`config.mk`:
```
export PLATFORM = sky130hd
export DESIGN_NAME = mem_access_ctrl_flat
export DESIGN_NICKNAME = d
export VERILOG_FILES = /design/src/rtl/mem_access_ctrl_pkg.sv /design/src/rtl/mem_access_ctrl_if.sv /design/src/rtl/mem_access_ctrl_lsu_align.sv /design/src/rtl/mem_access_ctrl.sv /design/src/flat_wrapper.sv
export SDC_FILE = /design/constraint.sdc
export NUM_CORES = 1
export LEC_CHECK = 0
export ABC_AREA = 1
export CAP_MARGIN = 10
export CORE_MARGIN = 5
export CORE_UTILIZATION = 30
export CTS_CLUSTER_SIZE = 16
export DETAILED_ROUTE_END_ITERATION = 8
export GPL_TIMING_DRIVEN = 0
export PLACE_DENSITY_LB_ADDON = 0.2
export REMOVE_ABC_BUFFERS = 1
export SLEW_MARGIN = 0
export SYNTH_ARGS = -nofsm -noshare
export SYNTH_HDL_FRONTEND = slang
export SYNTH_SLANG_ARGS = --single-unit
```
`constraint.sdc`:
```
create_clock -name clk -period 2.63 [get_ports clk]
set_input_delay 0.526 -clock clk [delete_from_list [all_inputs] [get_ports clk]]
set_output_delay 0.526 -clock clk [all_outputs]
set_load 0.05 [all_outputs]
```
`src/rtl/mem_access_ctrl_pkg.sv`:
```
// Shared types and constants for the data-memory access controller.
// Holds the FSM state enum, funct3 encodings and default parameters.
package mem_access_ctrl_pkg;

  typedef enum logic [1:0] {
    IDLE = 2'd0,
    REQ  = 2'd1,
    RESP = 2'd2
  } state_t;

  localparam logic [2:0] F3_B  = 3'b000;
  localparam logic [2:0] F3_H  = 3'b001;
  localparam logic [2:0] F3_W  = 3'b010;
  localparam logic [2:0] F3_BU = 3'b100;
  localparam logic [2:0] F3_HU = 3'b101;

  localparam int TIMEOUT_DEFAULT = 15;
  localparam int AW_DEFAULT      = 32;

  // Unsigned variants exist only for loads.
  function automatic logic f3_legal(input logic is_load, input logic [2:0] f3);
    logic ok;
    ok = 1'b0;
    case (f3)
      F3_B, F3_H, F3_W: ok = 1'b1;
      F3_BU, F3_HU:     ok = is_load;
      default:          ok = 1'b0;
    endcase
    return ok;
  endfunction

endpackage

```
`src/rtl/mem_access_ctrl_if.sv`:
```
// Data-memory bus between the access controller (master) and the memory (slave).
interface mem_access_ctrl_if
  import mem_access_ctrl_pkg::*;
#(
  parameter int AW = AW_DEFAULT
) ();

  logic          dmem_req;
  logic          dmem_we;
  logic [AW-1:0] dmem_addr;
  logic [31:0]   dmem_wdata;
  logic [3:0]    dmem_be;
  logic          dmem_ack;
  logic [31:0]   dmem_rdata;

  modport master (
    output dmem_req, dmem_we, dmem_addr, dmem_wdata, dmem_be,
    input  dmem_ack, dmem_rdata
  );

  modport slave (
    input  dmem_req, dmem_we, dmem_addr, dmem_wdata, dmem_be,
    output dmem_ack, dmem_rdata
  );

endinterface

```
`src/rtl/mem_access_ctrl_lsu_align.sv`:
```
// Combinational load/store lane logic: legality and alignment check, store
// byte enables and replication, and load lane extraction with sign handling.
module lsu_align
  import mem_access_ctrl_pkg::*;
(
  input  logic        mem_read,
  input  logic        mem_write,
  input  logic [2:0]  funct3,
  input  logic [1:0]  addr_lo,
  input  logic [31:0] wdata,
  input  logic [2:0]  ld_funct3,
  input  logic [1:0]  ld_addr_lo,
  input  logic [31:0] rdata,
  output logic        op_ok,
  output logic [3:0]  be,
  output logic [31:0] store_data,
  output logic [31:0] load_data
);

  logic        aligned_s;
  logic [31:0] lane_s;

  // Legality: funct3[1:0] encodes the access size for both loads and stores.
  always_comb begin
    aligned_s = 1'b0;
    case (funct3[1:0])
      2'b00:   aligned_s = 1'b1;
      2'b01:   aligned_s = ~addr_lo[0];
      2'b10:   aligned_s = (addr_lo == 2'b00);
      default: aligned_s = 1'b0;
    endcase
    op_ok = f3_legal(mem_read, funct3) & aligned_s & ~(mem_read & mem_write);
  end

  // Byte enables and lane-replicated store data.
  always_comb begin
    be         = 4'b1111;
    store_data = wdata;
    case (funct3[1:0])
      2'b00: begin
        be         = 4'b0001 << addr_lo;
        store_data = {4{wdata[7:0]}};
      end
      2'b01: begin
        be         = addr_lo[1] ? 4'b1100 : 4'b0011;
        store_data = {2{wdata[15:0]}};
      end
      default: begin
        be         = 4'b1111;
        store_data = wdata;
      end
    endcase
  end

  assign lane_s = rdata >> {ld_addr_lo, 3'b000};

  // Load extraction from the captured lane.
  always_comb begin
    load_data = lane_s;
    case (ld_funct3)
      F3_B:    load_data = {{24{lane_s[7]}}, lane_s[7:0]};
      F3_H:    load_data = {{16{lane_s[15]}}, lane_s[15:0]};
      F3_BU:   load_data = {24'd0, lane_s[7:0]};
      F3_HU:   load_data = {16'd0, lane_s[15:0]};
      default: load_data = lane_s;
    endcase
  end

endmodule

```
`src/rtl/mem_access_ctrl.sv`:
```
// Data-memory access controller: accepts one aligned load/store, drives the
// memory request until ack or timeout, and returns load writeback data.
module mem_access_ctrl
  import mem_access_ctrl_pkg::*;
#(
  parameter int TIMEOUT = TIMEOUT_DEFAULT,
  parameter int AW      = AW_DEFAULT
) (
  input  logic              clk,
  input  logic              rst_n,
  input  logic              valid_in,
  input  logic              mem_read,
  input  logic              mem_write,
  input  logic              mem_to_reg,
  input  logic [2:0]        funct3,
  input  logic [4:0]        rd,
  input  logic [AW-1:0]     addr,
  input  logic [31:0]       wdata,
  output logic              stall,
  mem_access_ctrl_if.master dmem,
  output logic              wb_valid,
  output logic [4:0]        wb_rd,
  output logic [31:0]       wb_data,
  output logic              misalign_err,
  output logic              timeout_err
);

  localparam int CW = $clog2(TIMEOUT + 1);

  state_t        state_r, state_s;
  logic [CW-1:0] cnt_r, cnt_s;
  logic          op_s, op_ok_s, accept_s;
  logic [3:0]    be_s;
  logic [31:0]   store_data_s, load_data_s;
  logic          req_r, req_s, misalign_r, misalign_s, timeout_r, timeout_s;
  logic          wb_valid_r, wb_valid_s;
  logic [4:0]    wb_rd_r, wb_rd_s;
  logic [31:0]   wb_data_r, wb_data_s;
  logic          we_r, load_r, m2r_r;
  logic [AW-1:0] addr_r;
  logic [31:0]   wdata_r;
  logic [3:0]    be_r;
  logic [2:0]    f3_r;
  logic [1:0]    lo_r;
  logic [4:0]    rd_r;

  lsu_align u_align (
    .mem_read   (mem_read),
    .mem_write  (mem_write),
    .funct3     (funct3),
    .addr_lo    (addr[1:0]),
    .wdata      (wdata),
    .ld_funct3  (f3_r),
    .ld_addr_lo (lo_r),
    .rdata      (dmem.dmem_rdata),
    .op_ok      (op_ok_s),
    .be         (be_s),
    .store_data (store_data_s),
    .load_data  (load_data_s)
  );

  assign op_s     = valid_in & (mem_read | mem_write);
  assign accept_s = (state_r == IDLE) & op_s & op_ok_s;
  // Combinational so the pipeline freezes in the same cycle; forced low in reset.
  assign stall    = rst_n & (accept_s | (state_r == REQ));

  // Next state, wait counter and next values of the registered outputs.
  always_comb begin
    state_s    = state_r;
    cnt_s      = cnt_r;
    req_s      = req_r;
    misalign_s = 1'b0;
    timeout_s  = 1'b0;
    wb_valid_s = 1'b0;
    wb_rd_s    = 5'd0;
    wb_data_s  = 32'd0;
    case (state_r)
      IDLE: begin
        if (accept_s) begin
          state_s = REQ;
          cnt_s   = {CW{1'b0}};
          req_s   = 1'b1;
        end else begin
          misalign_s = op_s;
        end
      end
      REQ: begin
        if (dmem.dmem_ack) begin
          req_s = 1'b0;
          if (load_r) begin
            state_s    = RESP;
            wb_valid_s = m2r_r;
            wb_rd_s    = rd_r;
            wb_data_s  = load_data_s;
          end else begin
            state_s = IDLE;
          end
        end else if (cnt_r == CW'(TIMEOUT - 1)) begin
          // This REQ cycle would bring the count to TIMEOUT; ack above has priority.
          req_s     = 1'b0;
          timeout_s = 1'b1;
          state_s   = IDLE;
        end else begin
          cnt_s = cnt_r + CW'(1);
        end
      end
      RESP: begin
        state_s = IDLE;
      end
      default: begin
        state_s = IDLE;
        req_s   = 1'b0;
      end
    endcase
  end

  // FSM state and wait counter.
  always_ff @(posedge clk or negedge rst_n) begin
    if (!rst_n) begin
      state_r <= IDLE;
      cnt_r   <= {CW{1'b0}};
    end else begin
      state_r <= state_s;
      cnt_r   <= cnt_s;
    end
  end

  // Registered request, error pulses and writeback.
  always_ff @(posedge clk or negedge rst_n) begin
    if (!rst_n) begin
      req_r      <= 1'b0;
      misalign_r <= 1'b0;
      timeout_r  <= 1'b0;
      wb_valid_r <= 1'b0;
      wb_rd_r    <= 5'd0;
      wb_data_r  <= 32'd0;
    end else begin
      req_r      <= req_s;
      misalign_r <= misalign_s;
      timeout_r  <= timeout_s;
      wb_valid_r <= wb_valid_s;
      wb_rd_r    <= wb_rd_s;
      wb_data_r  <= wb_data_s;
    end
  end

  // Capture of the accepted operation; held stable for the whole request.
  always_ff @(posedge clk or negedge rst_n) begin
    if (!rst_n) begin
      addr_r  <= {AW{1'b0}};
      wdata_r <= 32'd0;
      be_r    <= 4'd0;
      we_r    <= 1'b0;
      load_r  <= 1'b0;
      m2r_r   <= 1'b0;
      f3_r    <= 3'd0;
      lo_r    <= 2'd0;
      rd_r    <= 5'd0;
    end else if (accept_s) begin
      addr_r  <= {addr[AW-1:2], 2'b00};
      wdata_r <= store_data_s;
      be_r    <= be_s;
      we_r    <= mem_write;
      load_r  <= mem_read;
      m2r_r   <= mem_to_reg;
      f3_r    <= funct3;
      lo_r    <= addr[1:0];
      rd_r    <= rd;
    end else begin
      addr_r  <= addr_r;
    end
  end

  assign dmem.dmem_req   = req_r;
  assign dmem.dmem_we    = we_r;
  assign dmem.dmem_addr  = addr_r;
  assign dmem.dmem_wdata = wdata_r;
  assign dmem.dmem_be    = be_r;
  assign misalign_err    = misalign_r;
  assign timeout_err     = timeout_r;
  assign wb_valid        = wb_valid_r;
  assign wb_rd           = wb_rd_r;
  assign wb_data         = wb_data_r;

endmodule

```
`src/flat_wrapper.sv`:
```
// flat-port wrapper written by rule: the top's interface ports become plain ports
module mem_access_ctrl_flat import mem_access_ctrl_pkg::*;
#(
  parameter int TIMEOUT = TIMEOUT_DEFAULT,
  parameter int AW      = AW_DEFAULT
)
  (clk, rst_n, valid_in, mem_read, mem_write, mem_to_reg, funct3, rd, addr, wdata, stall, wb_valid, wb_rd, wb_data, misalign_err, timeout_err, dmem_dmem_req, dmem_dmem_we, dmem_dmem_addr, dmem_dmem_wdata, dmem_dmem_be, dmem_dmem_ack, dmem_dmem_rdata);
  mem_access_ctrl_if #(.AW(AW)) dmem_i ();
  input  logic clk;
  input  logic rst_n;
  input  logic valid_in;
  input  logic mem_read;
  input  logic mem_write;
  input  logic mem_to_reg;
  input  logic [2:0] funct3;
  input  logic [4:0] rd;
  input  logic [AW-1:0] addr;
  input  logic [31:0] wdata;
  output logic stall;
  output logic wb_valid;
  output logic [4:0] wb_rd;
  output logic [31:0] wb_data;
  output logic misalign_err;
  output logic timeout_err;
  output wire logic [$bits(dmem_i.dmem_req)-1:0] dmem_dmem_req;
  output wire logic [$bits(dmem_i.dmem_we)-1:0] dmem_dmem_we;
  output wire logic [$bits(dmem_i.dmem_addr)-1:0] dmem_dmem_addr;
  output wire logic [$bits(dmem_i.dmem_wdata)-1:0] dmem_dmem_wdata;
  output wire logic [$bits(dmem_i.dmem_be)-1:0] dmem_dmem_be;
  input wire logic [$bits(dmem_i.dmem_ack)-1:0] dmem_dmem_ack;
  input wire logic [$bits(dmem_i.dmem_rdata)-1:0] dmem_dmem_rdata;
  assign dmem_dmem_req = dmem_i.dmem_req;
  assign dmem_dmem_we = dmem_i.dmem_we;
  assign dmem_dmem_addr = dmem_i.dmem_addr;
  assign dmem_dmem_wdata = dmem_i.dmem_wdata;
  assign dmem_dmem_be = dmem_i.dmem_be;
  assign dmem_i.dmem_ack = dmem_dmem_ack;
  assign dmem_i.dmem_rdata = dmem_dmem_rdata;
  mem_access_ctrl #(.TIMEOUT(TIMEOUT), .AW(AW)) u_core (.clk(clk), .rst_n(rst_n), .valid_in(valid_in), .mem_read(mem_read), .mem_write(mem_write), .mem_to_reg(mem_to_reg), .funct3(funct3), .rd(rd), .addr(addr), .wdata(wdata), .stall(stall), .dmem(dmem_i), .wb_valid(wb_valid), .wb_rd(wb_rd), .wb_data(wb_data), .misalign_err(misalign_err), .timeout_err(timeout_err));
endmodule
```
# Word-level counts from Yosys, hierarchy flattened
# Index checks and enable logic that the tools add are counted.
dict set report word_totals {
  output_inout_bits 111
  register_bits 126
  elab_cells 92
}
dict set report op_classes {
  n_eq_ne 16
  n_addsub 1
  bitwise_logic 12
  shift 2
  reduce_logical 11
  mux 33
}
# cell count
set ops {}
lappend ops {{32-bit case mux with 4 select lines} 1}
lappend ops {{32-bit 2-to-1 mux} 3}
lappend ops {{32-bit case mux with 2 select lines} 1}
lappend ops {{32-bit by 5-bit right shift with 32-bit output} 1}
lappend ops {{4-bit 2-to-1 mux} 4}
lappend ops {{4-bit case mux with 2 select lines} 2}
lappend ops {{5-bit 2-to-1 mux} 3}
lappend ops {{3-bit == test (second input constant)} 4}
lappend ops {{1-bit 2-to-1 mux} 11}
lappend ops {{2-bit 2-to-1 mux} 4}
lappend ops {{1-bit AND} 7}
lappend ops {{3-bit by 1-bit == test with 1-bit output (second input constant)} 2}
lappend ops {{2-bit zero test} 3}
lappend ops {{3-bit zero test} 2}
lappend ops {{1-bit case mux with 3 select lines} 2}
lappend ops {{4-bit by 1-bit adder with 4-bit output (second input constant)} 1}
lappend ops {{2-bit by 1-bit == test with 1-bit output (second input constant)} 2}
lappend ops {{2-bit == test (second input constant)} 2}
lappend ops {{4-bit == test (second input constant)} 1}
lappend ops {{2-bit != test (second input constant)} 2}
lappend ops {{2-bit case mux with 2 select lines} 1}
lappend ops {{4-bit AND reduction} 1}
lappend ops {{1-bit by 2-bit left shift with 4-bit output (first input constant)} 1}
lappend ops {{3-bit by 2-bit == test with 1-bit output (second input constant)} 1}
lappend ops {{10 further kinds} 13}

# Longest topological paths before layout
dict set report depth {
  ltp_word 8
  depth_mapped 9
  mapped_depth_nobuf 9
}

# By module
# Synthesis repeated with hierarchy kept, for this count alone.
dict set report hier_totals {
  cells_unflattened 766
  hier_area_um2 6517.5
}
# mod n_inst seq_area_each_um2 cells_per_inst area_per_inst_um2
set by_module_without_submodules {}
lappend by_module_without_submodules {mem_access_ctrl 1 3153.0 507 5149.9}
lappend by_module_without_submodules {lsu_align 1 0.0 259 1367.6}

# Worst setup path before layout
# OpenSTA, ideal clock, no wires.
dict set report synth_path {
  path_kind {input port to output port}
  from {input port funct3[0]}
  to {output port stall}
  arrival_ns 2.130
  stages 5
  path_slack_ns -0.026
  required_time_ns 2.104
  n_path_buf 1
  path_cell_list {nor2_1 -> o21a_1 -> nand3_2 -> buf_4 -> a21boi_0}
}
dict set report synth_between {
  elab_chain_len 8
  elab_cells_between_ends 17
  cone_classes {eq/ne (6); mux (2); bitwise (5); reduce/logical (4)}
}
# item line_no
set synth_rtl {}
lappend synth_rtl {{start: declaration} flat_wrapper.sv:15} ;# input logic [2:0] funct3;
lappend synth_rtl {{3-bit by 1-bit == test with 1-bit output, or another cell as far along} mem_access_ctrl_pkg.sv:24} ;# case (f3)
lappend synth_rtl {{3-bit OR reduction or 2-bit OR reduction (tied branches)} mem_access_ctrl_pkg.sv:24}
lappend synth_rtl {{1-bit case mux with 2 select lines} mem_access_ctrl_pkg.sv:24}
lappend synth_rtl {{1-bit AND * (2 in a row)} mem_access_ctrl_lsu_align.sv:32} ;# op_ok = f3_legal(mem_read, funct3) & aligned_s & ~(mem_read & mem_write);
lappend synth_rtl {{1-bit AND *} mem_access_ctrl.sv:63} ;# assign accept_s = (state_r == IDLE) & op_s & op_ok_s;
lappend synth_rtl {{1-bit bitwise OR *} mem_access_ctrl.sv:65} ;# assign stall = rst_n & (accept_s | (state_r == REQ));
lappend synth_rtl {{1-bit AND *} mem_access_ctrl.sv:65}
lappend synth_rtl {{end: declaration} flat_wrapper.sv:19} ;# output logic stall;
# Every way passes the cells marked *; elsewhere a longest branch is shown, timed or not.

# Final worst setup path
dict set report layout_path {
  from {input port funct3[2]}
  to {output port stall}
}
dict set report layout_between {
  elab_chain_len 8
  elab_cells_between_ends 13
  cone_classes {eq/ne (4); mux (1); bitwise (5); reduce/logical (3)}
}
# item line_no
set layout_rtl {}
lappend layout_rtl {{3-bit by 1-bit == test with 1-bit output, or another cell as far along} mem_access_ctrl_pkg.sv:24}
lappend layout_rtl {{3-bit OR reduction or 2-bit OR reduction (tied branches)} mem_access_ctrl_pkg.sv:24}
lappend layout_rtl {{1-bit case mux with 2 select lines *} mem_access_ctrl_pkg.sv:24}
lappend layout_rtl {{1-bit AND * (2 in a row)} mem_access_ctrl_lsu_align.sv:32}
lappend layout_rtl {{1-bit AND *} mem_access_ctrl.sv:63}
lappend layout_rtl {{1-bit bitwise OR *} mem_access_ctrl.sv:65}
lappend layout_rtl {{1-bit AND *} mem_access_ctrl.sv:65}
# Marked as above.

==> results.cfg <==
[setup_path]
rrSetupSlack_ps = 330
cp_max_fo = 21
crit_end = stall
max_stage_delay_ps = 420
crit_chain = clkdlybuf4s50_1 > inv_2 > nand3_2 > nand2_2 > nand3_4 > buf_16 > buf_16 > a21boi_1 > buf_4
cp.arrival_ps = 2000
timing.rr.start = u_core.lo_r[1]
path_class = input port to output pin
crit_path_start_kind = input port
worstSetupPathDepth = 9
critical_path.startpoint = funct3[2]
crit_family = buffers and inverters
cp-end-kind = output pin
reg2reg_to = u_core.wb_data[17]
crit_required_ps = 2100
cp_common_cell = buf_16
rr_worst_depth = 6
worst_path_max_delay_cell = clkdlybuf4s50_1
cp.buffers_inverters = 5

[placed_design]
place_congestion = 0.771
place_hpwl_mm = 11.4
io_buffers = 219
place_inst = 1091
pre_cts_slack_ps = -2580

[sta]
setup_viol = 0
slew-limit-headroom_pct = 37.4
skew_ps = 6.64
fin_crit_ps = 2530
fin_ws_ps = 99.3
tightest_slew_ps = 936
finalHoldViolCount = 0
period_share_pct = 96.2
drv_slew = 0
fmax_mhz = 395

[cells_and_area]
final_util_pct = 47.9
layout.cells.non_filler = 1137
area_growth_pct = 57.4
multi_input_area_sq_mm = 0.00204
seq_area_sq_mm = 0.00315
fillCellCount = 1759
final_nets = 1002
drive_above_1_share_pct = 9.09

[synthesis]
netlist_area_sq_mm = 0.00569
synth_cells = 673
synth_top_cell_area_share_pct = 55.4
synth_area_leaders = dfrtp_1 55%, nand2_1 14%, o21ai_1 6.2%, inv_1 4.4%, a21oi_1 4.3%
syn_area_per_cell_sq_um = 8.46
synth_cell_types = 35
yosysWarnings = 0
synth_most_common_cell = nand2_1
async_flop_share_pct = 100
synth_edf_count = 0
ys_ff_latch = 126
yosysTopAreaCell = dfrtp_1
yosysSeqAreaShare_pct = 55.4
synth_ff_type = dfrtp_1
synthTopCellsByCount = 211 x nand2_1, 126 x dfrtp_1, 70 x o21ai_1

[clocking]
cts_hold_buf = 0
clock_latency_ps = 420
htreeDepth = 4
clock-sinks = 126
clk_pin_slew_ps = 60
cts_root_buffer = clkbuf_16
cts_buffers = 17
cts_buffer_depth = 2
cts_tree = built

[grt]
grtUsageTotal_pct = 17.0
grt-ovfl-total = 0
antenna_found_initial = 2
grt_start_max_net_pins = 81
grt_pass1_wl_mm = 29.2
grt_pass1_vias = 5218

[detailed_routing]
post-route-drc-count = 0
drtPass1Iterations = 4
first_iter_violations = 190
wire_per_inst_microns = 15.9
drt_wl_total_mm = 18.1
vias = 5170
ant_nets = 0
routed_via_density = 4.55

[power_and_ir_drop]
max-vdd-ir-drop_mv = 0.510
power_density_mw_per_mm2 = 878
leakagePower_nw = 4.37

[die]
core_area_sq_mm = 0.0187
die-area_sq_mm = 0.0218
initial_core_util_pct = 30.4
die_y_microns = 148
row_count = 50
pin_count = 222
die_x_microns = 148

[status]
status = finished, final reports clean

[hold_path]
worst_hold_path_type = input port to async pin

[flow_run]
cap_violations = 0
-- cell type report --
cell class	count	share of cell area (%)
clock inverter	15	2.86
tap	234	3.27
inverter	71	3.20
multi-input combinational	438	22.8
sequential	126	35.2
timing repair inverter	1	0.0559
timing repair buffer	234	27.8
antenna	1	0.0279
clock buffer	17	4.75
-- worst min-delay path by stage --
stage | cells past startpoint | endpoint | slack [ps] | from
3_3_place_gp | 2 | u_core.dmem.dmem_wdata[6] | 460 | u_core.dmem.dmem_wdata[6]
4_1_cts | 1 | u_core.wb_rd[1] | 50 | rst_n
5_1_grt | 1 | u_core.wb_rd[1] | 60 | rst_n
6_report | 1 | u_core.wb_rd[1] | 40 | rst_n
3_5_place_dp | 2 | u_core.dmem.dmem_wdata[4] | 470 | u_core.dmem.dmem_wdata[4]
2_1_floorplan | 0 | u_core.cnt_r[0] | 230 | rst_n
-- sequential cells by signal, indices dropped and copies added (netlist names), 2 cells and up --
name / cells
u_core.cnt_r: 4
u_core.dmem.dmem_addr: 30
u_core.dmem.dmem_be: 4
u_core.dmem.dmem_wdata: 32
u_core.f3_r: 3
u_core.lo_r: 2
u_core.rd_r: 5
u_core.state_r: 2
u_core.wb_data: 32
u_core.wb_rd: 5
-- worst reg2reg max path, cell delays in order (launching register included) --
cell	delay [ps]
dfrtp_1	790
clkinvlp_4	550
nand3_2	240
nand3_4	160
nand3_2	120
nand2_4	200
nor2_1	170
-- timing repair --
item / CTS / global route
cloned: 5 / 1
endpoints found under the setup margin: 87 / 2
setup buffers: 5 / 2
pin swaps: 3 / 3
gates resized for setup: 23 / 5
-- where the power goes --
part	leakage, nW	internal [mW]	switching (mW)
Combinational	2.39	0.911	1.71
Clock	0.331	1.80	0.949
Sequential	1.64	2.26	0.239
-- kinds of logic after synthesis --
| group | synth area share, % |
|---|---|
| AND/OR/NAND/NOR | 20.7 |
| AO/OA/AOI/OAI | 13.9 |
| flip-flops | 55.4 |
| buffers and inverters | 9.21 |
| XOR/XNOR | 0.308 |
| adder cells (fa/ha/maj) | 0.440 |
| other | 0.0659 |
-- placed cells by master, fill, tap and decap left out, types with 2 or more instances in the layout --
| cell type | count |
|---|---|
| a21oi_1 | 49 |
| a31oi_1 | 7 |
| buf_16 | 3 |
| buf_4 | 9 |
| bufbuf_16 | 5 |
| bufinv_16 | 6 |
| clkbuf_16 | 17 |
| clkdlybuf4s50_1 | 211 |
| clkinv_4 | 2 |
| clkinvlp_4 | 2 |
| conb_1 | 2 |
| dfrtp_1 | 126 |
| dlygate4sd2_1 | 2 |
| dlymetal6s2s_1 | 3 |
| ha_1 | 2 |
| inv_1 | 63 |
| inv_2 | 5 |
| inv_6 | 4 |
| nand2_1 | 210 |
| nand2_2 | 2 |
| nand3_1 | 19 |
| nand3_2 | 3 |
| nand3_4 | 2 |
| nor2_1 | 22 |
| nor2_2 | 7 |
| nor2_4 | 6 |
| o21ai_0 | 25 |
| o21ai_1 | 71 |
-- per-layer routing --
layer  vias up  global-route usage [%]  routed length, microns
met5         -                       0                      11
met4         2                    6.15                     340
met3        28                    7.48                    1910
met2       194                    26.3                    8180
met1      2365                    21.1                    7610
li1       2581                       -                       -
-- stage by stage --
step           power, mW  setup TNS (ps)  cell area, sq um  hold WS [ps]
2_1_floorplan       4.09          -61500              5450           230
3_3_place_gp        5.11         -875090              7940           464
3_5_place_dp        5.12         -106980              8030           472
4_1_cts             7.97               0              8920          45.8
5_1_grt             8.29           -2.38              8960          64.4
6_report            7.87               0              8960          44.2
Power figures use the tool's default switching activity.
